[src/rtl/isa_pkg.sv]
// Shared ISA definitions: opcode values and instruction word field layout.
// Used by the request encoder/queue and by the downstream decoder.
package isa_pkg;

    localparam logic [7:0] OP_MOV   = 8'h00;
    localparam logic [7:0] OP_ADD   = 8'h01;
    localparam logic [7:0] OP_AND   = 8'h02;
    localparam logic [7:0] OP_OR    = 8'h03;
    localparam logic [7:0] OP_SUB   = 8'h04;
    localparam logic [7:0] OP_LOADI = 8'h08;

    localparam int WORD_W     = 32;
    localparam int FIELD_W    = 8;
    localparam int REG_W      = 3;
    localparam int OPCODE_LSB = 24;
    localparam int DEST_LSB   = 16;
    localparam int SRC2_LSB   = 8;
    localparam int SRC1_LSB   = 0;

    typedef struct packed {
        logic [7:0]       opcode;
        logic [REG_W-1:0] dest;
        logic [REG_W-1:0] src1;
        logic [REG_W-1:0] src2;
        logic [7:0]       imm;
    } req_fields_t;

    // Register addresses occupy a full byte lane in the encoded word.
    function automatic logic [FIELD_W-1:0] zext_reg(input logic [REG_W-1:0] r);
        return {{(FIELD_W-REG_W){1'b0}}, r};
    endfunction

endpackage

[src/rtl/instr_encode.sv]
// Combinational instruction encoder: packs request fields into a 32-bit word
// and flags whether the opcode is one the decoder understands.
module instr_encode
    import isa_pkg::*;
(
    input  logic [$bits(req_fields_t)-1:0] req,
    output logic [WORD_W-1:0]              word,
    output logic                           legal
);

    req_fields_t fields;

    assign fields = req_fields_t'(req);

    // Illegal opcodes produce an all-zero word; the queue never stores them anyway.
    always_comb begin
        word  = '0;
        legal = 1'b0;
        case (fields.opcode)
            OP_MOV: begin
                legal                         = 1'b1;
                word[OPCODE_LSB +: FIELD_W]   = fields.opcode;
                word[DEST_LSB +: FIELD_W]     = zext_reg(fields.dest);
                word[SRC1_LSB +: FIELD_W]     = zext_reg(fields.src1);
            end
            OP_LOADI: begin
                legal                         = 1'b1;
                word[OPCODE_LSB +: FIELD_W]   = fields.opcode;
                word[DEST_LSB +: FIELD_W]     = zext_reg(fields.dest);
                word[SRC1_LSB +: FIELD_W]     = fields.imm;
            end
            OP_ADD, OP_AND, OP_OR, OP_SUB: begin
                legal                         = 1'b1;
                word[OPCODE_LSB +: FIELD_W]   = fields.opcode;
                word[DEST_LSB +: FIELD_W]     = zext_reg(fields.dest);
                word[SRC2_LSB +: FIELD_W]     = zext_reg(fields.src2);
                word[SRC1_LSB +: FIELD_W]     = zext_reg(fields.src1);
            end
            default: begin
                word  = '0;
                legal = 1'b0;
            end
        endcase
    end

endmodule

[src/rtl/instr_encoder_queue.sv]
// Instruction request encoder with a small FIFO of encoded words feeding the
// decoder. Illegal opcodes are consumed, dropped and reported with a pulse.
module instr_encoder_queue
    import isa_pkg::*;
#(
    parameter int DEPTH = 4
)
(
    input  logic                     clk,
    input  logic                     RESET,
    input  logic                     flush,
    input  logic                     req_valid,
    output logic                     req_ready,
    input  logic [7:0]               req_opcode,
    input  logic [2:0]               req_dest,
    input  logic [2:0]               req_src1,
    input  logic [2:0]               req_src2,
    input  logic [7:0]               req_imm,
    output logic                     instr_valid,
    input  logic                     instr_ready,
    output logic [31:0]              instruction,
    output logic                     err_illegal,
    output logic [$clog2(DEPTH):0]   count,
    output logic [7:0]               issued
);

    localparam int AW = $clog2(DEPTH);
    localparam int CW = AW + 1;
    localparam logic [CW-1:0] FULL_COUNT = CW'(DEPTH);

    logic [WORD_W-1:0] mem [DEPTH];
    logic [AW-1:0]     wr_ptr;
    logic [AW-1:0]     rd_ptr;
    logic              init_done;
    logic              full;
    logic              empty;
    logic              accept;
    logic              push;
    logic              pop;
    logic [WORD_W-1:0] enc_word;
    logic              enc_legal;
    req_fields_t       req_fields;

    assign req_fields = '{opcode: req_opcode, dest: req_dest, src1: req_src1,
                          src2: req_src2, imm: req_imm};

    instr_encode u_encode (
        .req   (req_fields),
        .word  (enc_word),
        .legal (enc_legal)
    );

    assign full  = (count == FULL_COUNT);
    assign empty = (count == '0);

    // init_done holds req_ready low until the first clock edge after reset.
    assign req_ready   = init_done && !full && !flush;
    assign accept      = req_valid && req_ready;
    assign push        = accept && enc_legal;
    assign pop         = instr_valid && instr_ready && !flush;
    assign instr_valid = !empty;
    assign instruction = empty ? '0 : mem[rd_ptr];

    always_ff @(posedge clk or negedge RESET) begin
        if (!RESET) begin
            for (int i = 0; i < DEPTH; i++) begin
                mem[i] <= '0;
            end
        end else if (push) begin
            mem[wr_ptr] <= enc_word;
        end
    end

    // Flush takes priority over any pop; issued only counts real consumption.
    always_ff @(posedge clk or negedge RESET) begin
        if (!RESET) begin
            wr_ptr      <= '0;
            rd_ptr      <= '0;
            count       <= '0;
            issued      <= '0;
            err_illegal <= 1'b0;
            init_done   <= 1'b0;
        end else begin
            init_done   <= 1'b1;
            err_illegal <= accept && !enc_legal;
            if (flush) begin
                wr_ptr <= '0;
                rd_ptr <= '0;
                count  <= '0;
            end else begin
                if (push) begin
                    wr_ptr <= wr_ptr + AW'(1);
                end
                if (pop) begin
                    rd_ptr <= rd_ptr + AW'(1);
                    issued <= issued + 8'd1;
                end
                if (push && !pop) begin
                    count <= count + CW'(1);
                end else if (pop && !push) begin
                    count <= count - CW'(1);
                end
            end
        end
    end

endmodule

[config.mk]
export PLATFORM = sky130hd
export DESIGN_NAME = instr_encoder_queue
export DESIGN_NICKNAME = d
export VERILOG_FILES = /design/src/rtl/isa_pkg.sv /design/src/rtl/instr_encode.sv /design/src/rtl/instr_encoder_queue.sv
export SDC_FILE = /design/constraint.sdc
export NUM_CORES = 1
export LEC_CHECK = 0
export CAP_MARGIN = 10
export CELL_PAD_IN_SITES_DETAIL_PLACEMENT = 0
export CELL_PAD_IN_SITES_GLOBAL_PLACEMENT = 1
export CORE_MARGIN = 5
export CORE_UTILIZATION = 40
export CTS_BUF_LIST = sky130_fd_sc_hd__clkbuf_2 sky130_fd_sc_hd__clkbuf_4 sky130_fd_sc_hd__clkbuf_8
export CTS_CLUSTER_DIAMETER = 100
export DETAILED_ROUTE_END_ITERATION = 8
export DONT_BUFFER_PORTS = 1
export PLACE_DENSITY = 0.71
export SYNTH_ARGS = -nofsm -noshare
export SYNTH_HDL_FRONTEND = slang
export SYNTH_SLANG_ARGS = --single-unit
[constraint.sdc]
create_clock -name clk -period 4.8 [get_ports clk]
set_input_delay 0.96 -clock clk [delete_from_list [all_inputs] [get_ports clk]]
set_output_delay 0.96 -clock clk [all_outputs]
set_load 0.02 [all_outputs]
## Word-level counts from Yosys, hierarchy flattened

Cells that the tools add are included.

| operators by class | value |
|---|---|
| muxes and demuxes | 18 |
| equal/unequal tests | 6 |
| reduce and logical (&&, ||, !) cells | 25 |
| add/sub/neg operators | 5 |
| bitwise operators | 3 |
| magnitude comparators | 3 |

Operators by type and width:

| cell | count |
|---|---|
| $bwmux W128 | 1 |
| $mux W32 | 4 |
| $bmux W32 S2 | 1 |
| $demux W32 S2 | 1 |
| $eq A8 B2 Y1 const B | 2 |
| $mux W16 | 1 |
| $pmux W8 S2 | 1 |
| $mux W3 | 4 |
| $logic_and A1 B1 Y1 | 10 |
| $add A8 B1 Y8 const B | 1 |
| $eq A8 B1 Y1 const B | 1 |
| $eq A8 B3 Y1 const B | 1 |
| $eq A8 B4 Y1 const B | 1 |
| $logic_not A8 Y1 | 1 |
| $mux W2 | 4 |
| $ge A3 B3 Y1 const B | 2 |
| $logic_not A1 Y1 | 6 |
| $not A2 Y3 | 2 |
| $reduce_or A6 Y1 | 1 |
| $reduce_or A5 Y1 | 1 |
| $add A2 B1 Y2 const B | 2 |
| $reduce_bool A2 Y1 | 2 |
| $reduce_or A4 Y1 | 1 |
| $add A3 B1 Y3 const B | 1 |
| other kinds (8) | 8 |

| word-level totals | value |
|---|---|
| flip-flop bits (word level) | 145 |
| input bits | 30 |
| output and inout bits | 46 |
| logic and storage cells | 70 |

## Longest topological paths before layout

Gate-level depths: netlist (run 1).

| depth | value |
|---|---|
| word-level depth | 11 |
| depth in mapped cells | 10 |
| gate-level depth less buffers | 8 |

## Cells and area by module

A second synthesis (run 1) with hierarchy kept.

| second synthesis, totals | value |
|---|---|
| cells, all modules | 487 |
| area total of the unflattened synthesis | 6942.9 sq um |

Modules (own cells, without submodules):

| module | instances | seq. area each (sq um) | area each (sq um) | cells an instance |
|---|---|---|---|---|
| instr_encoder_queue | 1 | 3628.5 | 6600.1 | 434 |
| instr_encode | 1 | 0.0 | 342.8 | 53 |

## Worst setup path after synthesis (run 1)

Ideal clock, no wire load.

| timing path | value |
|---|---|
| path kind | input to register |
| start | input req_opcode[5] |
| end | register count[2] |
| library setup time | 0.101 ns |
| arrival | 2.691 ns |
| setup slack | 2.008 ns |
| required time | 4.699 ns |
| path buffers | 1 |
| cell stages on the path | 9 |
| path through | nor4_4 -> and3_2 -> buf_6 -> nand2_8 -> nor2_1 -> fa_1 -> mux2i_1 -> mux2_4 -> nor4_1 |

| on the way | value |
|---|---|
| longest elaborated chain between the ends | 7 |
| elaborated cells between the ends (all ways) | 15 |
| those cells by class | 5 x eq/ne; 3 x mux; 7 x reduce/logical |

Ends and longest elaborated chain:

| what | RTL line | RTL |
|---|---|---|
| start: declaration | instr_encoder_queue.sv:14 | `input logic [7:0] req_opcode,` |
| $eq A8 B4 Y1, or another cell as far along | instr_encode.sv:19 | `case (fields.opcode)` |
| $reduce_or A6 Y1 (no source line) * | - |  |
| $mux W1 * | instr_encode.sv:19 |  |
| $logic_and A1 B1 Y1 * | instr_encoder_queue.sv:59 | `assign push = accept && enc_legal;` |
| $logic_and A1 B1 Y1 or $logic_not A1 Y1 (tied branches) | instr_encoder_queue.sv:98, instr_encoder_queue.sv:100 |  |
| $mux W3 or $logic_and A1 B1 Y1 (tied branches) | instr_encoder_queue.sv:98, instr_encoder_queue.sv:100 |  |
| $mux W3 or $reduce_bool A3 Y1 (tied branches) | - |  |
| end signal: assignment | instr_encoder_queue.sv:99 | `count <= count + CW'(1);` |
| end signal: assignment | instr_encoder_queue.sv:101 | `count <= count - CW'(1);` |
| end: declaration | instr_encoder_queue.sv:23 | `output logic [$clog2(DEPTH):0] count,` |

Every way passes the cells marked *; elsewhere a longest branch is shown, timed or not.
A chain may end at the register's enable or synchronous reset.

## Worst setup path in the final report (run 1)

| timing path | value |
|---|---|
| start | register rd_ptr[1] |
| end | output instruction[17] |

| on the way | value |
|---|---|
| longest elaborated chain between the ends | 5 |

Ends and longest elaborated chain:

| what | RTL line | RTL |
|---|---|---|
| start: declaration | instr_encoder_queue.sv:33 | `logic [AW-1:0] rd_ptr;` |
| start signal: assignment | instr_encoder_queue.sv:95 | `rd_ptr <= rd_ptr + AW'(1);` |
| $not A2 Y3 (implied by the code) | instr_encoder_queue.sv:62 | `assign instruction = empty ? '0 : mem[rd_ptr];` |
| $bmux W32 S2 | instr_encoder_queue.sv:62 |  |
| $mux W32 (implied by the code) (2 in series) | instr_encoder_queue.sv:62 |  |
| $mux W32 | instr_encoder_queue.sv:62 |  |
| end: declaration | instr_encoder_queue.sv:21 | `output logic [31:0] instruction,` |

Every way passes these cells. The select of a mux whose other input is x is not followed.

==> impl_metrics.tcl, run 1 <==
set metrics [dict create \
    outcome "completed" \
    path_class "reg2out" \
    ys_ff_latch 105 \
    hold_path_class "in2async" \
    drtPass1Iterations 4 \
    synth_ff_type "dfrtp_1" \
    seq_area_frac_synth 0.531 \
    start_util 0.410 \
    tns_ns 0 \
    critPathMaxFanout 23 \
    portBuffers 0 \
    final_cell_mix "105 x dfrtp_1, 73 x nand2_1, 55 x o21ai_0, 26 x nor2b_1, 22 x mux4_2" \
    dp.cells 572 \
    switchingPower_mw 0.530 \
    peakVddDrop_uv 156 \
    path_cells "mux4_2, nor2b_1" \
    antenna_cells 0 \
    totalPowerFinal_mw 1.75 \
    ys_async_sr_fraction 1.00 \
    vias 2962 \
    comb_power_share 0.170 \
    rows 40 \
    die_w_um 121 \
    finalSetupViolCount 0 \
    power_leakage_nw 2.24 \
    final_layout_size_suffix_gt1_frac 0.171 \
    arrival_ns 2.29 \
    reg2reg_from "count[2]" \
    core-area_mm2 0.0121 \
    power_density_mw_per_mm2 338 \
    slowest_delay_ns 1.12 \
    gp_congestion 0.730 \
    yosys_warnings 0 \
    period_share 0.676 \
    area_growth_pct 4.73 \
    stdcell_count 584 \
    clkTransAtPathRegs_ns 0.09 \
    worst_clock_skew_ns 0.0123 \
    clock-sinks 105 \
    synth.distinct_cells 44 \
    crit_family "flip-flops" \
    startpoint "rd_ptr[1]" \
    min_period_ns 3.25 \
    die_h_um 121 \
    synth_edf_count 0 \
    max_cap_viol_count 0 \
    sw_frac_of_total 0.302 \
    antenna_found_initial 0 \
    syn-cell-area_mm2 0.00495 \
    antenna_left 0 \
    reg2reg_slack_ns 2.07 \
    clockBufferDepth 2 \
    grt_max_degree 106 \
    pwr-share-clk 0.263 \
    dieArea_mm2 0.0147 \
    clockRootBuffer "clkbuf_8" \
    required_ns 3.84 \
    fin_util 0.430 \
    ios 76 \
    fin_nets 451 \
    grt_overflow 0 \
    cpMaxStageDelayCell "dfrtp_1" \
    drc 0 \
    tightest_slew_ns 1.15 \
    setup_ws_ns 1.55 \
    internal-power_mw 1.22 \
    placed_area_mm2 0.00504 \
    synth_cells 426 \
    dp.final_hpwl_um 6680 \
    seqPwrFrac 0.567 \
    avgViaCountPerCell 5.07 \
    wl_per_cell_um 17.4 \
    place_ws_ns 1.65 \
    final_common_cell "dfrtp_1" \
    grt_pass1_wl_um 17100 \
    cts_htree_levels 3 \
    drt_first_iter_violations 148 \
    avgSynthCellArea_um2 11.6 \
    hold_viol 0 \
    cts_made_buffers 9 \
    fmax_mhz 308 \
    grt_pass1_vias 3179 \
    postCtsSetupBuffers 0 \
    wirelength_um 10200 \
    hold_buffers 0 \
    endpoint_kind "output port" \
    rsz0062_at_grt "no" \
    critPathLaunchType "flop" \
    grt.total_usage 0.149 \
    crit_buf_inv 0 \
    relSlewSlack 0.232 \
    cts_tree "built" \
    finalInstanceArea_mm2 0.00518 \
    cts_resized 0 \
    report.final.slew_viol_count 0 \
    whs_ns 0.288 \
    clk_latency_ns 0.36 \
]
[cell families after synthesis]
group / Yosys count / share of synthesized area
AOI/OAI and AO/OA: 64 / 0.0683
and+or+nand+nor: 152 / 0.164
other: 2 / 0.00152
DFF: 105 / 0.531
buffers and inverters: 39 / 0.0422
muxes: 46 / 0.155
xor gates and xnor gates: 12 / 0.0212
adders and majority gates: 6 / 0.0167
[power groups by stage]
stage	clock, mW	combinational (mW)	sequential (mW)
2_1_floorplan	0	0.265	0.979
3_3_place_gp	0	0.308	1.01
3_5_place_dp	0	0.308	1.01
4_1_cts	0.487	0.308	0.995
5_1_grt	0.518	0.330	1.00
6_report	0.462	0.297	0.993
[worst reg2reg max path: cells and delay by family, from the launching register on]
family,cells,cell delay [ns]
mux,2,0.38
simple gates,4,1.45
fa+ha+maj,1,0.24
flops,1,0.56
[layer usage]
| metal | vias to the layer above | routed length [um] | GRT usage |
|---|---|---|---|
| li1 | 1417 | - | - |
| met1 | 1471 | 4800 | 0.204 |
| met2 | 63 | 4870 | 0.237 |
| met3 | 11 | 393 | 0.0382 |
| met4 | 0 | 119 | 0.0385 |
| met5 | - | 0 | 0 |
[cells in the mapped netlist, types with 2 or more instances]
master    number  area [um2]
a21oi_1        2        10.0
a31oi_1        3        18.8
and2_1        16         100
buf_2          3        15.0
buf_4         11        82.6
clkbuf_1      18        67.6
conb_1         2        7.51
dfrtp_1      105        2630
ha_1           5        62.6
inv_1          5        18.8
mux2_2        21         236
mux2i_1        2        20.0
mux4_2        22         495
nand2_1       73         274
nand3_1        3        15.0
nand3_2        4        40.0
nor2_1         9        33.8
nor2b_1       26         163
nor3_1         3        15.0
nor3b_1        3        22.5
nor4_1         2        12.5
nor4b_1        2        17.5
o21ai_0       55         275
xnor2_1        5        43.8
xor2_1         7        61.3
[final timing paths]
check	endpoint	cells after the start
hold reg to reg	mem[38]	2
setup / recovery	instruction[17]	2
max in group asynchronous	mem[73]	0
hold / removal	mem[26]	0
setup reg to reg	count[2]	7
min in group clk	mem[38]	2
[flip-flops by register name (all words and copies together) (netlist names)]
signal,count
wr_ptr,2
mem,88
err_illegal,1
rd_ptr,2
issued,8
init_done,1
count,3
[cell type report]
class	count	area (um2)
Sequential cell	105	2630
Clock inverter	1	7.51
Clock buffer	11	139
Tap cell	168	210
Inverter	5	18.8
Multi-Input combinational cell	291	2160
Timing Repair Buffer	3	22.5
Fill cell	1143	6880
Note: power is estimated with default switching activity, not from simulation.
==> run 2: changes to the inputs <==
--- a/config.mk
+++ b/config.mk
@@ -14,7 +14,7 @@
 export CTS_CLUSTER_DIAMETER = 100
 export DETAILED_ROUTE_END_ITERATION = 8
 export DONT_BUFFER_PORTS = 1
-export PLACE_DENSITY = 0.71
+export PLACE_DENSITY = 0.74
 export SYNTH_ARGS = -nofsm -noshare
 export SYNTH_HDL_FRONTEND = slang
 export SYNTH_SLANG_ARGS = --single-unit
==> constraint.sdc (replaced) <==
create_clock -name clk -period 2.6 [get_ports clk]
set_input_delay 0.52 -clock clk [delete_from_list [all_inputs] [get_ports clk]]
set_output_delay 0.52 -clock clk [all_outputs]
set_load 0.02 [all_outputs]
==> run 2 against run 1 <==
Setup slack worse by 1.4 ns. Largest cell class unchanged. The run now ends with negative hold slack left. Critical endpoint is now instruction[28]. Register-to-register slack worse by 1.8 ns. Critical path type unchanged. Via count rose by 4.6%.
==> impl_metrics.tcl, run 2 (synthesis gave the netlist of run 1 again) <==
set metrics [dict create \
    outcome "complete, but fails checks" \
    violations "negative hold slack" \
    rows 40 \
    grt.total_usage 0.147 \
    reg.largest.list "mem: 88 flops, issued: 8 flops, count: 3 flops" \
    grt_pass1_vias 3142 \
    fillerInstances 1134 \
    grt_pass1_wl_um 16600 \
    placed_area_mm2 0.00528 \
    dieArea_mm2 0.0147 \
    clock-sinks 105 \
    slowest_delay_ns 0.55 \
    clockRootBuffer "clkbuf_8" \
    critPathLaunchType "flop" \
    cpMaxStageDelayCell "mux4_2" \
    totalPowerFinal_mw 3.38 \
    final_cell_mix "104 x dfrtp_1, 73 x nand2_1, 55 x o21ai_0, 33 x buf_4, 26 x nor2b_1" \
    antenna_cells 0 \
    hold_path_class "in2async" \
    antenna_found_initial 0 \
    crit_family "multiplexers" \
    seqPwrFrac 0.521 \
    comb_power_share 0.200 \
    final_common_cell "dfrtp_1" \
    tns_ns 0 \
    cts_htree_levels 3 \
    path_cells "buf_4, mux4_2, nor2b_1, buf_4" \
    max_cap_viol_count 0 \
    worst_clock_skew_ns 0.00643 \
    setup_ws_ns 0.145 \
    path_class "reg2out" \
    avgViaCountPerCell 5.00 \
    antenna_left 0 \
    critPathMaxFanout 14 \
    drtPass1Iterations 4 \
    cts_resized 0 \
    core-area_mm2 0.0121 \
    drc 0 \
    place_ws_ns 0.188 \
    largest_reg_flops 88 \
    wl_per_cell_um 16.7 \
    switchingPower_mw 1.04 \
    start_util 0.410 \
    clkTransAtPathRegs_ns 0.10 \
    required_ns 2.08 \
    finalInstanceArea_mm2 0.00547 \
    fin_nets 482 \
    power_leakage_nw 2.42 \
    min_period_ns 2.46 \
    fmax_mhz 407 \
    endpoint_kind "output port" \
    area_growth_pct 10.4 \
    internal-power_mw 2.35 \
    final_layout_size_suffix_gt1_frac 0.237 \
    drt_first_iter_violations 148 \
    wirelength_um 10300 \
    pwr-share-clk 0.279 \
    period_share 0.944 \
    peakVddDrop_uv 223 \
    critPathMostFrequentCell "buf_4" \
    dp.final_hpwl_um 7010 \
    vias 3098 \
    rsz0062_at_grt "no" \
    regMostFlops "mem" \
    grt_overflow 0 \
    portBuffers 0 \
    cts_tree "built" \
    die_h_um 121 \
    finalSetupViolCount 0 \
    hold_viol 105 \
    ios 76 \
    gp_congestion 0.751 \
    clk_latency_ns 0.37 \
    crit_buf_inv 2 \
    die_w_um 121 \
    whs_ns -0.164 \
    grt_max_degree 106 \
    postCtsSetupBuffers 0 \
    sw_frac_of_total 0.307 \
    arrival_ns 1.94 \
    cts_made_buffers 9 \
    report.final.slew_viol_count 0 \
    clockBufferDepth 2 \
    power_density_mw_per_mm2 619 \
]
run 2: through the flow:
step / std cells / utilization
final: 619 / 0.453
after global routing: 619 / 0.453
after CTS: 619 / 0.453
after detailed placement: 603 / 0.438
after global placement: 603 / 0.438
after floorplan: 435 / -
run 2: area by class of cell:
class	count	area (um2)	share of cell area
flip-flops and latches	105	2630	0.481
repair buffers	34	268	0.0490
multi-input cells	291	2160	0.395
clock inverters	5	30.0	0.00549
clock buffers	11	151	0.0277
well taps	168	210	0.0385
inverters	5	18.8	0.00343
run 2: path summary, 6_finish.rpt:
| kind | startpoint | endpoint | slack (ns) | cells after the start |
|---|---|---|---|---|
| hold reg to reg | mem[105] | mem[105] | 0.48 | 2 |
| max in group asynchronous | RESET | issued[3] | 2.58 | 0 |
| setup reg to reg | count[1] | count[2] | 0.22 | 9 |
| setup / recovery | rd_ptr[0] | instruction[28] | 0.14 | 4 |
| hold / removal | RESET | mem[90] | -0.16 | 0 |
| min in group clk | flush | wr_ptr[1] | 0.20 | 1 |
run 2: layer usage:
layer,wire length [um],GRT usage,share of wire
met2,4800,0.226,0.46
met1,4790,0.204,0.46
met5,0,0,0
met4,167,0.0560,0.016
met3,569,0.0317,0.055
run 2: power groups by stage:
stage / Sequential [mW] / Combinational (mW) / Clock (mW)
after global placement: 1.79 / 0.690 / 0
after floorplan: 1.81 / 0.489 / 0
after detailed placement: 1.80 / 0.698 / 0
after global routing: 1.77 / 0.756 / 1.05
after CTS: 1.76 / 0.698 / 0.983
final: 1.76 / 0.677 / 0.945
